<file path="config.mk">
export PLATFORM = sky130hd
export DESIGN_NAME = seg7_scan_mux_flat
export DESIGN_NICKNAME = d
export VERILOG_FILES = /design/src/rtl/seg7_scan_mux_if.sv /design/src/rtl/seg7_scan_mux.sv /design/src/flat_wrapper.sv
export SDC_FILE = /design/constraint.sdc
export NUM_CORES = 1
export LEC_CHECK = 0
export CAP_MARGIN = 25
export CORE_ASPECT_RATIO = 1.1
export CORE_MARGIN = 3
export CORE_UTILIZATION = 50
export CTS_CLUSTER_DIAMETER = 200
export DETAILED_ROUTE_END_ITERATION = 10
export PLACE_DENSITY = 0.73
export RECOVER_POWER = 100
export SETUP_SLACK_MARGIN = 0.15
export SLEW_MARGIN = 30
export SYNTH_ARGS = -nofsm -noshare
export SYNTH_HDL_FRONTEND = slang
export SYNTH_SLANG_ARGS = --single-unit
</file>
<file path="constraint.sdc">
create_clock -name clk -period 2.7 [get_ports clk]
set_input_delay 0.405 -clock clk [delete_from_list [all_inputs] [get_ports clk]]
set_output_delay 0.405 -clock clk [all_outputs]
set_load 0.01 [all_outputs]
</file>
<file path="src/rtl/seg7_scan_mux_if.sv">
// Bundles the per-digit pattern inputs, load strobe and scanned display outputs
// of the 7-segment scan multiplexer.
interface seg7_scan_mux_if #(
  parameter int NUM_DIGITS = 4
) ();
  logic [7*NUM_DIGITS-1:0] seg_in;
  logic [NUM_DIGITS-1:0]   dp_in;
  logic                    load;
  logic [6:0]              seg_out;
  logic                    dp_out;
  logic [NUM_DIGITS-1:0]   an_out;
  logic                    frame_done;

  modport master (
    output seg_in, dp_in, load,
    input  seg_out, dp_out, an_out, frame_done
  );

  modport slave (
    input  seg_in, dp_in, load,
    output seg_out, dp_out, an_out, frame_done
  );
endinterface

</file>
<file path="src/rtl/seg7_scan_mux.sv">
// Double-buffered time-multiplexed driver for NUM_DIGITS active-low 7-segment digits
// with a blanking gap at the start of every digit slot.
module seg7_scan_mux #(
  parameter int NUM_DIGITS   = 4,
  parameter int CLK_DIV      = 50000,
  parameter int BLANK_CYCLES = 1000
) (
  input logic               clk,
  input logic               rst,
  seg7_scan_mux_if.slave    bus_io
);

  localparam int TW = $clog2(CLK_DIV);
  localparam int IW = (NUM_DIGITS > 1) ? $clog2(NUM_DIGITS) : 1;
  localparam int SW = 7 * NUM_DIGITS;

  localparam logic [TW-1:0] TIMER_LAST = TW'(CLK_DIV - 1);
  localparam logic [TW-1:0] BLANK_LAST = TW'(BLANK_CYCLES - 1);
  localparam logic [IW-1:0] IDX_LAST   = IW'(NUM_DIGITS - 1);

  localparam logic [0:0] ST_BLANK = 1'b0;
  localparam logic [0:0] ST_DRIVE = 1'b1;

  logic [TW-1:0]         timer_q, timer_d;
  logic [IW-1:0]         idx_q, idx_d;
  logic [0:0]            state_q, state_d;
  logic [SW-1:0]         shadow_seg_q, shadow_seg_d;
  logic [NUM_DIGITS-1:0] shadow_dp_q, shadow_dp_d;
  logic                  pending_q, pending_d;
  logic [SW-1:0]         disp_seg_q, disp_seg_d;
  logic [NUM_DIGITS-1:0] disp_dp_q, disp_dp_d;
  logic [6:0]            seg_q, seg_d;
  logic                  dp_q, dp_d;
  logic [NUM_DIGITS-1:0] an_q, an_d;
  logic                  frame_done_q, frame_done_d;
  logic                  timer_wrap_s;
  logic                  boundary_s;

  // Slot timer, digit index and BLANK/DRIVE sequencing.
  always_comb begin
    timer_wrap_s = (timer_q == TIMER_LAST);
    boundary_s   = timer_wrap_s && (idx_q == IDX_LAST);

    if (timer_wrap_s) begin
      timer_d = '0;
    end else begin
      timer_d = timer_q + TW'(1);
    end

    if (timer_wrap_s) begin
      if (idx_q == IDX_LAST) begin
        idx_d = '0;
      end else begin
        idx_d = idx_q + IW'(1);
      end
    end else begin
      idx_d = idx_q;
    end

    case (state_q)
      ST_BLANK: begin
        if (timer_q == BLANK_LAST) begin
          state_d = ST_DRIVE;
        end else begin
          state_d = ST_BLANK;
        end
      end
      ST_DRIVE: begin
        if (timer_wrap_s) begin
          state_d = ST_BLANK;
        end else begin
          state_d = ST_DRIVE;
        end
      end
      default: state_d = ST_BLANK;
    endcase
  end

  // Shadow capture and frame-boundary transfer; a load on the boundary bypasses the shadow.
  always_comb begin
    shadow_seg_d = shadow_seg_q;
    shadow_dp_d  = shadow_dp_q;
    pending_d    = pending_q;
    disp_seg_d   = disp_seg_q;
    disp_dp_d    = disp_dp_q;
    if (boundary_s) begin
      if (bus_io.load) begin
        shadow_seg_d = bus_io.seg_in;
        shadow_dp_d  = bus_io.dp_in;
        disp_seg_d   = bus_io.seg_in;
        disp_dp_d    = bus_io.dp_in;
        pending_d    = 1'b0;
      end else if (pending_q) begin
        disp_seg_d   = shadow_seg_q;
        disp_dp_d    = shadow_dp_q;
        pending_d    = 1'b0;
      end else begin
        pending_d    = 1'b0;
      end
    end else if (bus_io.load) begin
      shadow_seg_d = bus_io.seg_in;
      shadow_dp_d  = bus_io.dp_in;
      pending_d    = 1'b1;
    end else begin
      pending_d    = pending_q;
    end
  end

  // Output values are derived from next-state so the registered outputs line up with the slot.
  always_comb begin
    frame_done_d = (timer_d == TIMER_LAST) && (idx_d == IDX_LAST);
    if (state_d == ST_DRIVE) begin
      seg_d = disp_seg_d[7*int'(idx_d) +: 7];
      dp_d  = disp_dp_d[int'(idx_d)];
    end else begin
      seg_d = 7'h7F;
      dp_d  = 1'b1;
    end
    for (int i = 0; i < NUM_DIGITS; i++) begin
      if ((state_d == ST_DRIVE) && (idx_d == IW'(i))) begin
        an_d[i] = 1'b0;
      end else begin
        an_d[i] = 1'b1;
      end
    end
  end

  // State, buffer and output registers.
  always_ff @(posedge clk or posedge rst) begin
    if (rst) begin
      timer_q      <= '0;
      idx_q        <= '0;
      state_q      <= ST_BLANK;
      shadow_seg_q <= '1;
      shadow_dp_q  <= '1;
      pending_q    <= 1'b0;
      disp_seg_q   <= '1;
      disp_dp_q    <= '1;
      seg_q        <= 7'h7F;
      dp_q         <= 1'b1;
      an_q         <= '1;
      frame_done_q <= 1'b0;
    end else begin
      timer_q      <= timer_d;
      idx_q        <= idx_d;
      state_q      <= state_d;
      shadow_seg_q <= shadow_seg_d;
      shadow_dp_q  <= shadow_dp_d;
      pending_q    <= pending_d;
      disp_seg_q   <= disp_seg_d;
      disp_dp_q    <= disp_dp_d;
      seg_q        <= seg_d;
      dp_q         <= dp_d;
      an_q         <= an_d;
      frame_done_q <= frame_done_d;
    end
  end

  assign bus_io.seg_out    = seg_q;
  assign bus_io.dp_out     = dp_q;
  assign bus_io.an_out     = an_q;
  assign bus_io.frame_done = frame_done_q;

endmodule

</file>
<file path="src/flat_wrapper.sv">
// flat-port wrapper written by rule: the top's interface ports become plain ports
module seg7_scan_mux_flat 
#(
  parameter int NUM_DIGITS   = 4,
  parameter int CLK_DIV      = 50000,
  parameter int BLANK_CYCLES = 1000
)
  (clk, rst, bus_io_seg_in, bus_io_dp_in, bus_io_load, bus_io_seg_out, bus_io_dp_out, bus_io_an_out, bus_io_frame_done);
  seg7_scan_mux_if #(.NUM_DIGITS(NUM_DIGITS)) bus_io_i ();
  input logic clk;
  input logic rst;
  input wire logic [$bits(bus_io_i.seg_in)-1:0] bus_io_seg_in;
  input wire logic [$bits(bus_io_i.dp_in)-1:0] bus_io_dp_in;
  input wire logic [$bits(bus_io_i.load)-1:0] bus_io_load;
  output wire logic [$bits(bus_io_i.seg_out)-1:0] bus_io_seg_out;
  output wire logic [$bits(bus_io_i.dp_out)-1:0] bus_io_dp_out;
  output wire logic [$bits(bus_io_i.an_out)-1:0] bus_io_an_out;
  output wire logic [$bits(bus_io_i.frame_done)-1:0] bus_io_frame_done;
  assign bus_io_i.seg_in = bus_io_seg_in;
  assign bus_io_i.dp_in = bus_io_dp_in;
  assign bus_io_i.load = bus_io_load;
  assign bus_io_seg_out = bus_io_i.seg_out;
  assign bus_io_dp_out = bus_io_i.dp_out;
  assign bus_io_an_out = bus_io_i.an_out;
  assign bus_io_frame_done = bus_io_i.frame_done;
  seg7_scan_mux #(.NUM_DIGITS(NUM_DIGITS), .CLK_DIV(CLK_DIV), .BLANK_CYCLES(BLANK_CYCLES)) u_core (.clk(clk), .rst(rst), .bus_io(bus_io_i));
endmodule
</file>
Yosys cells after proc, flatten, opt, wreduce, memory -nomap -nowiden --
Index checks and enable logic that the tools add are counted.
Word-level totals: flip-flop bits (word level) 97, bits of input ports 35, output and inout bits 13
Operators by class: order comparisons 1, mux-type cells 22, bitwise operators 1, eq/ne operators 7, shift operators 1, reductions and logical operators 8, multipliers 1, add/subtract/negate cells 2
Operators by type and width (number):
- 2-to-1 mux 28 bit | 3
- equality test 16 bit (second input constant) | 2
- variable part select 28 x 32 -> 7 bit | 1
- adder 16 x 1 -> 16 bit (second input constant) | 1
- equality test 16 x 10 -> 1 bit (second input constant) | 1
- 2-to-1 mux 16 bit | 1
- 2-to-1 mux 4 bit | 3
- 2-to-1 mux 1 bit | 10
- 2-to-1 mux 7 bit | 1
- equality test 2 bit (second input constant) | 3
- logical AND 1 bit | 6
- multiplier 3 x 2 -> 5 bit (first input constant) | 1
- 2-to-1 mux 2 bit | 2
- less-than comparator 2 x 3 -> 1 bit (second input constant) | 1
- adder 2 x 1 -> 2 bit (second input constant) | 1
- binary-select mux 1 bit (select 2 bit) | 1
- equality test 2 x 1 -> 1 bit (second input constant) | 1
- logical NOT 2 bit | 1
- case mux 1 bit (2 select lines) | 1
- nonzero test 2 bit | 1
- NOT 1 bit | 1

Logic depth before layout (Yosys ltp) --
Gate-level depths: netlist of run 1.
depth in word-level cells 6, mapped depth 9

Worst setup path after synthesis of run 1 --
OpenSTA, ideal clock, no wires.
path type reg2reg, from reg u_core.timer_q[0], to reg u_core.frame_done_q (netlist: u_core.bus_io.frame_done), cell stages (with the launch flop) 8, arrival 2740 ps, data required time 2605 ps, slack -135 ps, path through dfrtp_1 -> ha_1 -> or4b_4 -> nor4_4 -> mux2i_1 -> or3_1 -> or4_1 -> nor4b_2
On the way: cells in the longest elaborated chain, start to end 4, elaborated cells on any way between the ends 7, classes of those cells add/sub: 1; eq/ne: 3; mux: 2; reduce/logical: 1
Ends and longest elaborated chain:
- start: declaration | RTL line seg7_scan_mux.sv:24 | logic [TW-1:0] timer_q, timer_d;
- start signal: assignment | RTL line seg7_scan_mux.sv:144 | timer_q <= timer_d;
- adder 16 x 1 -> 16 bit / equality test 16 bit (equally long branches) | RTL line seg7_scan_mux.sv:47, seg7_scan_mux.sv:41
- 2-to-1 mux 16 bit / 2-to-1 mux 2 bit (equally long branches) | RTL line seg7_scan_mux.sv:44, seg7_scan_mux.sv:50
- equality test 16 bit / equality test 2 bit (equally long branches) | RTL line seg7_scan_mux.sv:111 | frame_done_d = (timer_d == TIMER_LAST) && (idx_d == IDX_LAST);
- logical AND 1 bit * | RTL line seg7_scan_mux.sv:111
- via u_core.frame_done_d | RTL line seg7_scan_mux.sv:35 | logic frame_done_q, frame_done_d;
- end signal: assignment | RTL line seg7_scan_mux.sv:155 | frame_done_q <= frame_done_d;
- end: declaration | RTL line seg7_scan_mux.sv:35
The timed path passes the listed nets; every way through them passes the cells marked *. A chain may end at the register's enable or synchronous reset.

Final worst setup path of run 1 --
from reg u_core.timer_q[1], to reg u_core.frame_done_q (netlist: u_core.bus_io.frame_done)
Same word-level chain as after synthesis.

==> metrics.md, run 1 <==
| Metric | Value |
|---|---|
| Status | finished, final reports clean |
| EDFF count, synth | 0 |
| Post-layout util | 0.654 |
| Final estimated routing congestion in global placement | 0.880 |
| Core area | 8080 µm² |
| Count of state elements after synthesis | 97 |
| Worst Clk Skew | 0.0157 ns |
| Hold depth | 2 |
| Hold Path Class | reg2reg |
| 1st-pass router iterations | 5 |
| Worst r2r src | u_core.timer_q[1] |
| Synth area leaders | dfstp_2 (47%), mux2_2 (13%), dfrtp_1 (12%) |
| Chip Width | 93.8 µm |
| Startpoint class of the critical path | flop |
| Post-Syn Area | 4240 µm² |
| Placed cell areas | 4980 µm² |
| Worst-path cell chain | ha_1, or4b_4, nor4_4, buf_4, mux2i_1, or3_1, or4_1, nor4b_2 |
| Synth async-reset ratio | 1.00 |
| Fin crit share | 0.942 |
| CP Launch Point | u_core.timer_q[1] |
| CP endpoint kind | flop |
| Slew HR | 0.179 |
| Sink Count | 97 |
| Ports | 48 |
| Antenna cells | 0 |
| Vias in the first global route | 2966 |
| Antenna violations before repair | 0 |
| Critical Path AT | 2.83 ns |
| WHS | 0.565 ns |
| P_leak | 2.13 nW |
| Final setup violation count | 0 |
| # nets final | 452 |
| Placement Rows | 34 |
| Synth warn | 0 |
| Max Slew Vio Count | 0 |
| RSZ-0062 raised after global routing | yes |
| Dpl hpwl | 6.49 mm |
| Largest stage delay on the critical path | 0.49 ns |
| Port buffer count | 47 |
| Peak VDD IR | 0.358 mV |
| Layout Cells excl Fill | 528 |
| Tot GR Track Use | 0.202 |
| H-tree levels | 3 |
| Clock transition at path regs | 0.11 ns |
| Root buffer cell | clkbuf_8 |
| First-pass GRT wire length | 14.9 mm |
| CTS tree | built |
| Hold Buf Count CTS | 0 |
| FMAX | 393 MHz |
| Vias | 3024 |
| Min cycle time layout | 2.54 ns |
| CTS buffer count | 9 |
| Top cells by count, synth | dfstp_2 (76), mux2_2 (50), a21oi_1 (23), nor2_1 (23) |
| WL final | 9.38 mm |
| Max FO, Critical Path | 4 |
| Crit path max-delay family | simple AND/OR/NAND/NOR gates |
| Clock Tree Buf Depth | 2 |
| MaxCap Viol Count | 0 |
| Cell variety after synth | 43 |
| Area Overhead vs Synth | 24.7% |
| Pin count of the biggest net entering global routing | 98 |
| R2R depth | 8 |
| Worst setup margin | 0.156 ns |
| DRT antenna net count | 0 |
| Post-Synthesis Net Count | 375 |
| WS Path Type | reg2reg |
| DRT iter0 DRCs | 203 |
| Fin. Hold Viols | 0 |
| Worst hold endpoint | u_core.disp_seg_q[17] |
| CP bufs+invs | 1 |
| DR vias/cell | 5.73 |
| Measured slew at the worst slew-check pin | 1.23 ns |
| Reg2Reg Capture Point | u_core.bus_io.frame_done |
| Die footprint | 9620 µm² |
| Worst endpoint required time | 2.98 ns |
| HP Start | u_core.disp_seg_q[17] |
| Pwr dens | 502 nW/µm² |
| Routed length per instance | 17.8 µm |
| Layout cells sized above 1 | 0.390 |
| Finished Cell Area | 5290 µm² |
| Yosys top cell by area | dfstp_2 |
| Slowest CP cell | or4b_4 |
| Synth Flop Type | dfstp_2 |
| Top-area cell type share of the netlist area | 0.471 |
| Mapped Cells | 338 |
| Clock Latency Late Sink | 0.37 ns |
| R2R Setup Slk | 0.16 ns |
| Syn Area/Cell | 12.5 µm² |
| Initial core utilization | 0.524 |
| Die Span Y | 103 µm |
| Total congestion overflow | 0 |
| Sequential area share after synthesis | 0.595 |
| Most numerous cell in the Yosys netlist | dfstp_2 |
| Placed Cells | 500 |
| Pre-CTS setup slack | -0.0184 ns |
| DRC violations left | 0 |
where the power goes:
group | internal [mW] | switching (mW)
Sequential | 1.55 | 0.0209
Clock | 0.381 | 0.541
Combinational | 0.0910 | 0.0741
cell families (layout without fill, tap and decap cells):
| group | after synthesis | after routing | share of synthesized area |
|---|---|---|---|
| AND/OR/NAND/NOR | 93 | 93 | 0.127 |
| multiplexers | 55 | 55 | 0.145 |
| XOR/XNOR | 13 | 13 | 0.0269 |
| AO/OA/AOI/OAI | 59 | 59 | 0.0839 |
| buffers and inverters | 19 | 101 | 0.0168 |
| adder cells (fa/ha/maj) | 2 | 2 | 0.00590 |
| flip-flops | 97 | 97 | 0.595 |
through the flow:
step	power, mW	TNS, ns
floorplan	1.68	-0.0103
global placement	1.76	0
detailed placement	1.77	-0.0244
CTS	2.69	0
global route	2.77	0
finish	2.66	0
registers in the layout, summed over array words and instances (netlist names):
register,count
u_core.timer_q,16
u_core.disp_seg_q,28
u_core.bus_io.seg_out,7
u_core.bus_io.frame_done,1
u_core.pending_q,1
u_core.shadow_seg_q,28
u_core.idx_q,2
u_core.shadow_dp_q,4
u_core.state_q,1
u_core.disp_dp_q,4
u_core.bus_io.dp_out,1
u_core.bus_io.an_out,4
worst register-to-register path, cell delays in order (launching register included):
cell and delay (ns):
dfrtp_1 0.37, ha_1 0.17, or4b_4 0.49, nor4_4 0.14, buf_4 0.17, mux2i_1 0.13
or3_1 0.35, or4_1 0.41, nor4b_2 0.23
layout make-up:
type	count	area, µm²
clock buffers	10	138
well taps	108	135
flip-flops and latches	97	2520
repair buffers	79	702
clock inverters	6	57.6
fillers	638	2800
inverters	6	26.3
multi-input cells	222	1700
routing by layer:
layer  vias to the layer above  part of all wire  track usage
met1                      1523              0.44        0.269
met4                         0             0.018       0.0789
li1                       1390                 -            -
met3                        13             0.056       0.0401
met5                         -                 0            0
met2                        98              0.49        0.329
placed cells by master (no fill, tap or decap), types with 7 or more instances in the layout:
cell type,instances
dfrtp_1,21
buf_4,19
nor2_1,23
nand3_1,8
nand2_1,12
dlygate4sd3_1,14
and3_1,7
clkbuf_8,10
xor2_1,10
clkbuf_1,9
o22ai_1,19
clkdlybuf4s50_1,32
dfstp_2,76
a21oi_1,20
mux2_1,21
mux2_2,29
worst max-delay path by stage:
stage,to,cells after the start
floorplan,u_core.bus_io.frame_done,7
global placement,u_core.bus_io.frame_done,7
detailed placement,u_core.bus_io.seg_out[4],9
CTS,u_core.bus_io.frame_done,8
global route,u_core.bus_io.seg_out[3],10
finish,u_core.bus_io.frame_done,8
timing repair:
| item | in CTS | in global routing |
|---|---|---|
| cloned | 1 | 0 |
| setup buffers | 10 | 2 |
| pin swaps | 3 | 4 |
| gates resized for setup | 10 | 14 |
| setup endpoints to repair | 9 | 11 |
(Power assumes the default switching activity.)
==> run 2, diff against run 1 <==
--- a/config.mk
+++ b/config.mk
@@ -14,7 +14,6 @@
 export PLACE_DENSITY = 0.73
 export RECOVER_POWER = 100
 export SETUP_SLACK_MARGIN = 0.15
-export SLEW_MARGIN = 30
 export SYNTH_ARGS = -nofsm -noshare
 export SYNTH_HDL_FRONTEND = slang
 export SYNTH_SLANG_ARGS = --single-unit
==> results of run 2 <==
Same layout as run 1: the final DEF is identical, and so are final timing and power.
==> run 3, diff against run 2 <==
--- a/config.mk
+++ b/config.mk
@@ -6,12 +6,14 @@
 export NUM_CORES = 1
 export LEC_CHECK = 0
 export CAP_MARGIN = 25
+export CELL_PAD_IN_SITES_DETAIL_PLACEMENT = 1
+export CELL_PAD_IN_SITES_GLOBAL_PLACEMENT = 1
 export CORE_ASPECT_RATIO = 1.1
 export CORE_MARGIN = 3
-export CORE_UTILIZATION = 50
+export CORE_UTILIZATION = 41
 export CTS_CLUSTER_DIAMETER = 200
 export DETAILED_ROUTE_END_ITERATION = 10
-export PLACE_DENSITY = 0.73
+export PLACE_DENSITY_LB_ADDON = 0.1
 export RECOVER_POWER = 100
 export SETUP_SLACK_MARGIN = 0.15
 export SYNTH_ARGS = -nofsm -noshare
==> run 3 against run 2 <==
Compared with the run above:
- cell area down 1.0%
- highest routed layer unchanged
- power up 1.5%
- non-clock buffer count down 5
- sequential share of layout area up 0.49 points
- largest power group unchanged
- clock skew down 0.0088 ns
- clock power up 4.6%
- utilization down 13 points
- cell count up 1.3%
==> metrics.md, run 3 (synthesized netlist as in run 1, its figures left out) <==
| Metric | Value |
|---|---|
| Hold Buf Count CTS | 0 (unchanged) |
| Total congestion overflow | 0 (unchanged) |
| WL final | 9.93 mm (+5.8%) |
| Max FO, Critical Path | 2 (-2) |
| Slew HR | 0.138 (-0.0409) |
| Worst Clk Skew | 0.00688 ns (-0.00879 ns) |
| Met2 usage | 0.290 (-0.0392) |
| CP bufs+invs | 1 (unchanged) |
| CTS tree | built |
| Sink Count | 97 (unchanged) |
| Most common cell after layout, fill and taps aside | dfstp_2 |
| Peak VDD IR | 0.271 mV (-24%) |
| Antenna violations before repair | 0 (unchanged) |
| Post-layout util | 0.524 (-0.130) |
| Die footprint | 11600 µm² (+21%) |
| Most Used Layer, Global Route | met2 |
| Final estimated routing congestion in global placement | 0.792 (-10%) |
| Hold Path Class | reg2reg |
| Fin. Hold Viols | 0 (unchanged) |
| Worst-path cell chain | ha_1, or4b_4, nor4_4, clkbuf_1, mux2i_2, or3_4, or4_4, nor4b_2 |
| MaxCap Viol Count | 0 (unchanged) |
| Core area | 9980 µm² (+24%) |
| DRT iter0 DRCs | 82 (-60%) |
| Root buffer cell | clkbuf_8 |
| FMAX | 391 MHz (-0.56%) |
| Slowest CP cell | or4b_4 |
| Most frequent cells in the layout | dfstp_2 (76), clkdlybuf4s50_1 (32), mux2_1 (28) |
| Tot GR Track Use | 0.182 (-0.0198) |
| Startpoint class of the critical path | flop |
| Dpl hpwl | 6.90 mm (+6.3%) |
| DRC violations left | 0 (unchanged) |
| RSZ-0062 raised after global routing | yes |
| Critical Path AT | 2.83 ns (about the same) |
| Antenna cells | 0 (unchanged) |
| # nets final | 447 (-1.1%) |
| Largest stage delay on the critical path | 0.48 ns (about the same) |
| CTS buffer count | 9 (unchanged) |
| DRT antenna net count | 0 (unchanged) |
| WS Path Type | reg2reg |
| Pre-CTS setup slack | -0.0664 ns (-0.0480 ns) |
| Routed length per instance | 18.6 µm (+4.5%) |
| Placement Rows | 38 (+12%) |
| P_leak | 2.08 nW (-2.1%) |
| Worst setup margin | 0.142 ns (-0.0143 ns) |
| Fin crit share | 0.947 (+0.00529) |
| Total power | 2.69 mW (+1.5%) |
| Max Slew Vio Count | 0 (unchanged) |
| Area Overhead vs Synth | 23.4% |
| Die Span Y | 113 µm (+9.8%) |
| Placed cell areas | 5010 µm² (+0.45%) |
| Clock transition at path regs | 0.09 ns (-0.02 ns) |
| Measured slew at the worst slew-check pin | 1.29 ns (+0.0613 ns) |
| Clock Tree Buf Depth | 2 (unchanged) |
| Pwr dens | 515 nW/µm² (+2.5%) |
| Pin count of the biggest net entering global routing | 98 (unchanged) |
| Vias in the first global route | 3277 (+10%) |
| Ports | 48 (unchanged) |
| Chip Width | 103 µm (+9.8%) |
| Vias | 2989 (-1.2%) |
| Min cycle time layout | 2.56 ns (+0.0143 ns) |
| DR vias/cell | 5.59 (-2.5%) |
| Port buffer count | 47 (unchanged) |
| Total negative slack | 0 ns (unchanged) |
| CP endpoint kind | flop |
| Biggest regs | u_core.disp_seg_q x28, u_core.shadow_seg_q x28, u_core.timer_q x16 |
| 1st-pass router iterations | 4 (-1) |
| Finished Cell Area | 5230 µm² (-1.0%) |
| Crit path max-delay family | simple AND/OR/NAND/NOR gates |
| Status | finished, final reports clean |
| Initial core utilization | 0.424 (-0.0999) |
| GR Util met3 | 0.0242 (-0.0159) |
| First-pass GRT wire length | 16.5 mm (+11%) |
| Worst endpoint required time | 2.97 ns (about the same) |
| Final setup violation count | 0 (unchanged) |
| Global Route met1 Usage | 0.254 (-0.0156) |
| H-tree levels | 3 (unchanged) |
| Clock Latency Late Sink | 0.36 ns (about the same) |
| Layout cells sized above 1 | 0.354 (-0.0363) |
==> run 3: cell types whose count changed in the layout (fill, tap and decap cells not counted), moves of 2 or more <==
cell      before  now
clkbuf_1       9   11
clkinv_2       0    3
buf_4         19   15
nor3_1         6    8
inv_8          2    0
mux2_1        21   28
mux2_2        29   22
clkinv_4       3    0
==> run 3: worst register-to-register path, delay by kind of cell (launching register included) <==
family / cells / cell delay (ns)
adders and majority gates: 1 / 0.16
muxes: 1 / 0.09
buffers and inverters: 1 / 0.17
DFF: 1 / 0.37
and+or+nand+nor: 5 / 1.68
==> run 3: through the flow <==
stage | instances | hold WS [ns]
floorplan | 338 | 0.468
global placement | 513 | 0.505
detailed placement | 513 | 0.517
CTS | 535 | 0.502
global route | 535 | 0.570
finish | 535 | 0.545
==> run 3: path summary, 6_finish.rpt <==
path,start,end,slack (ns),cells past startpoint
min in group asynchronous,rst,u_core.timer_q[12],1.02,3
hold / removal,u_core.timer_q[11],u_core.timer_q[11],0.54,1
setup / recovery,u_core.timer_q[0],u_core.bus_io.frame_done,0.14,8
max in group asynchronous,rst,u_core.timer_q[1],0.90,3
setup reg to reg,u_core.timer_q[0],u_core.bus_io.frame_done,0.14,8
hold reg to reg,u_core.timer_q[11],u_core.timer_q[11],0.54,1
==> run 3: what timing repair did <==
action                                  4_1_cts  5_1_grt
gates resized for setup                       5        9
pin swaps                                     4        2
endpoints found under the setup margin        9        9
buffers inserted                              6        0
==> run 3: per-layer routing <==
layer | up-vias | part of all wire
met1 | 1550 | 0.47
met2 | 47 | 0.48
met5 | - | 0
met4 | 0 | 0.015
li1 | 1381 | -
met3 | 11 | 0.026
==> run 3: layout make-up <==
class / instances / area [µm²]
Timing Repair Buffer: 74 / 649
Sequential cell: 97 / 2520
Clock inverter: 5 / 53.8
Fill cell: 1067 / 4750
Multi-Input combinational cell: 222 / 1690
Clock buffer: 11 / 141
Tap cell: 120 / 150
Inverter: 6 / 26.3
==> run 3: where the power goes <==
| group | internal (mW) | switching, mW | total [mW] |
|---|---|---|---|
| logic | 0.0890 | 0.0758 | 0.165 |
| registers | 1.55 | 0.0193 | 1.57 |
| clock network | 0.453 | 0.510 | 0.964 |
| total | 2.09 | 0.605 | 2.69 |
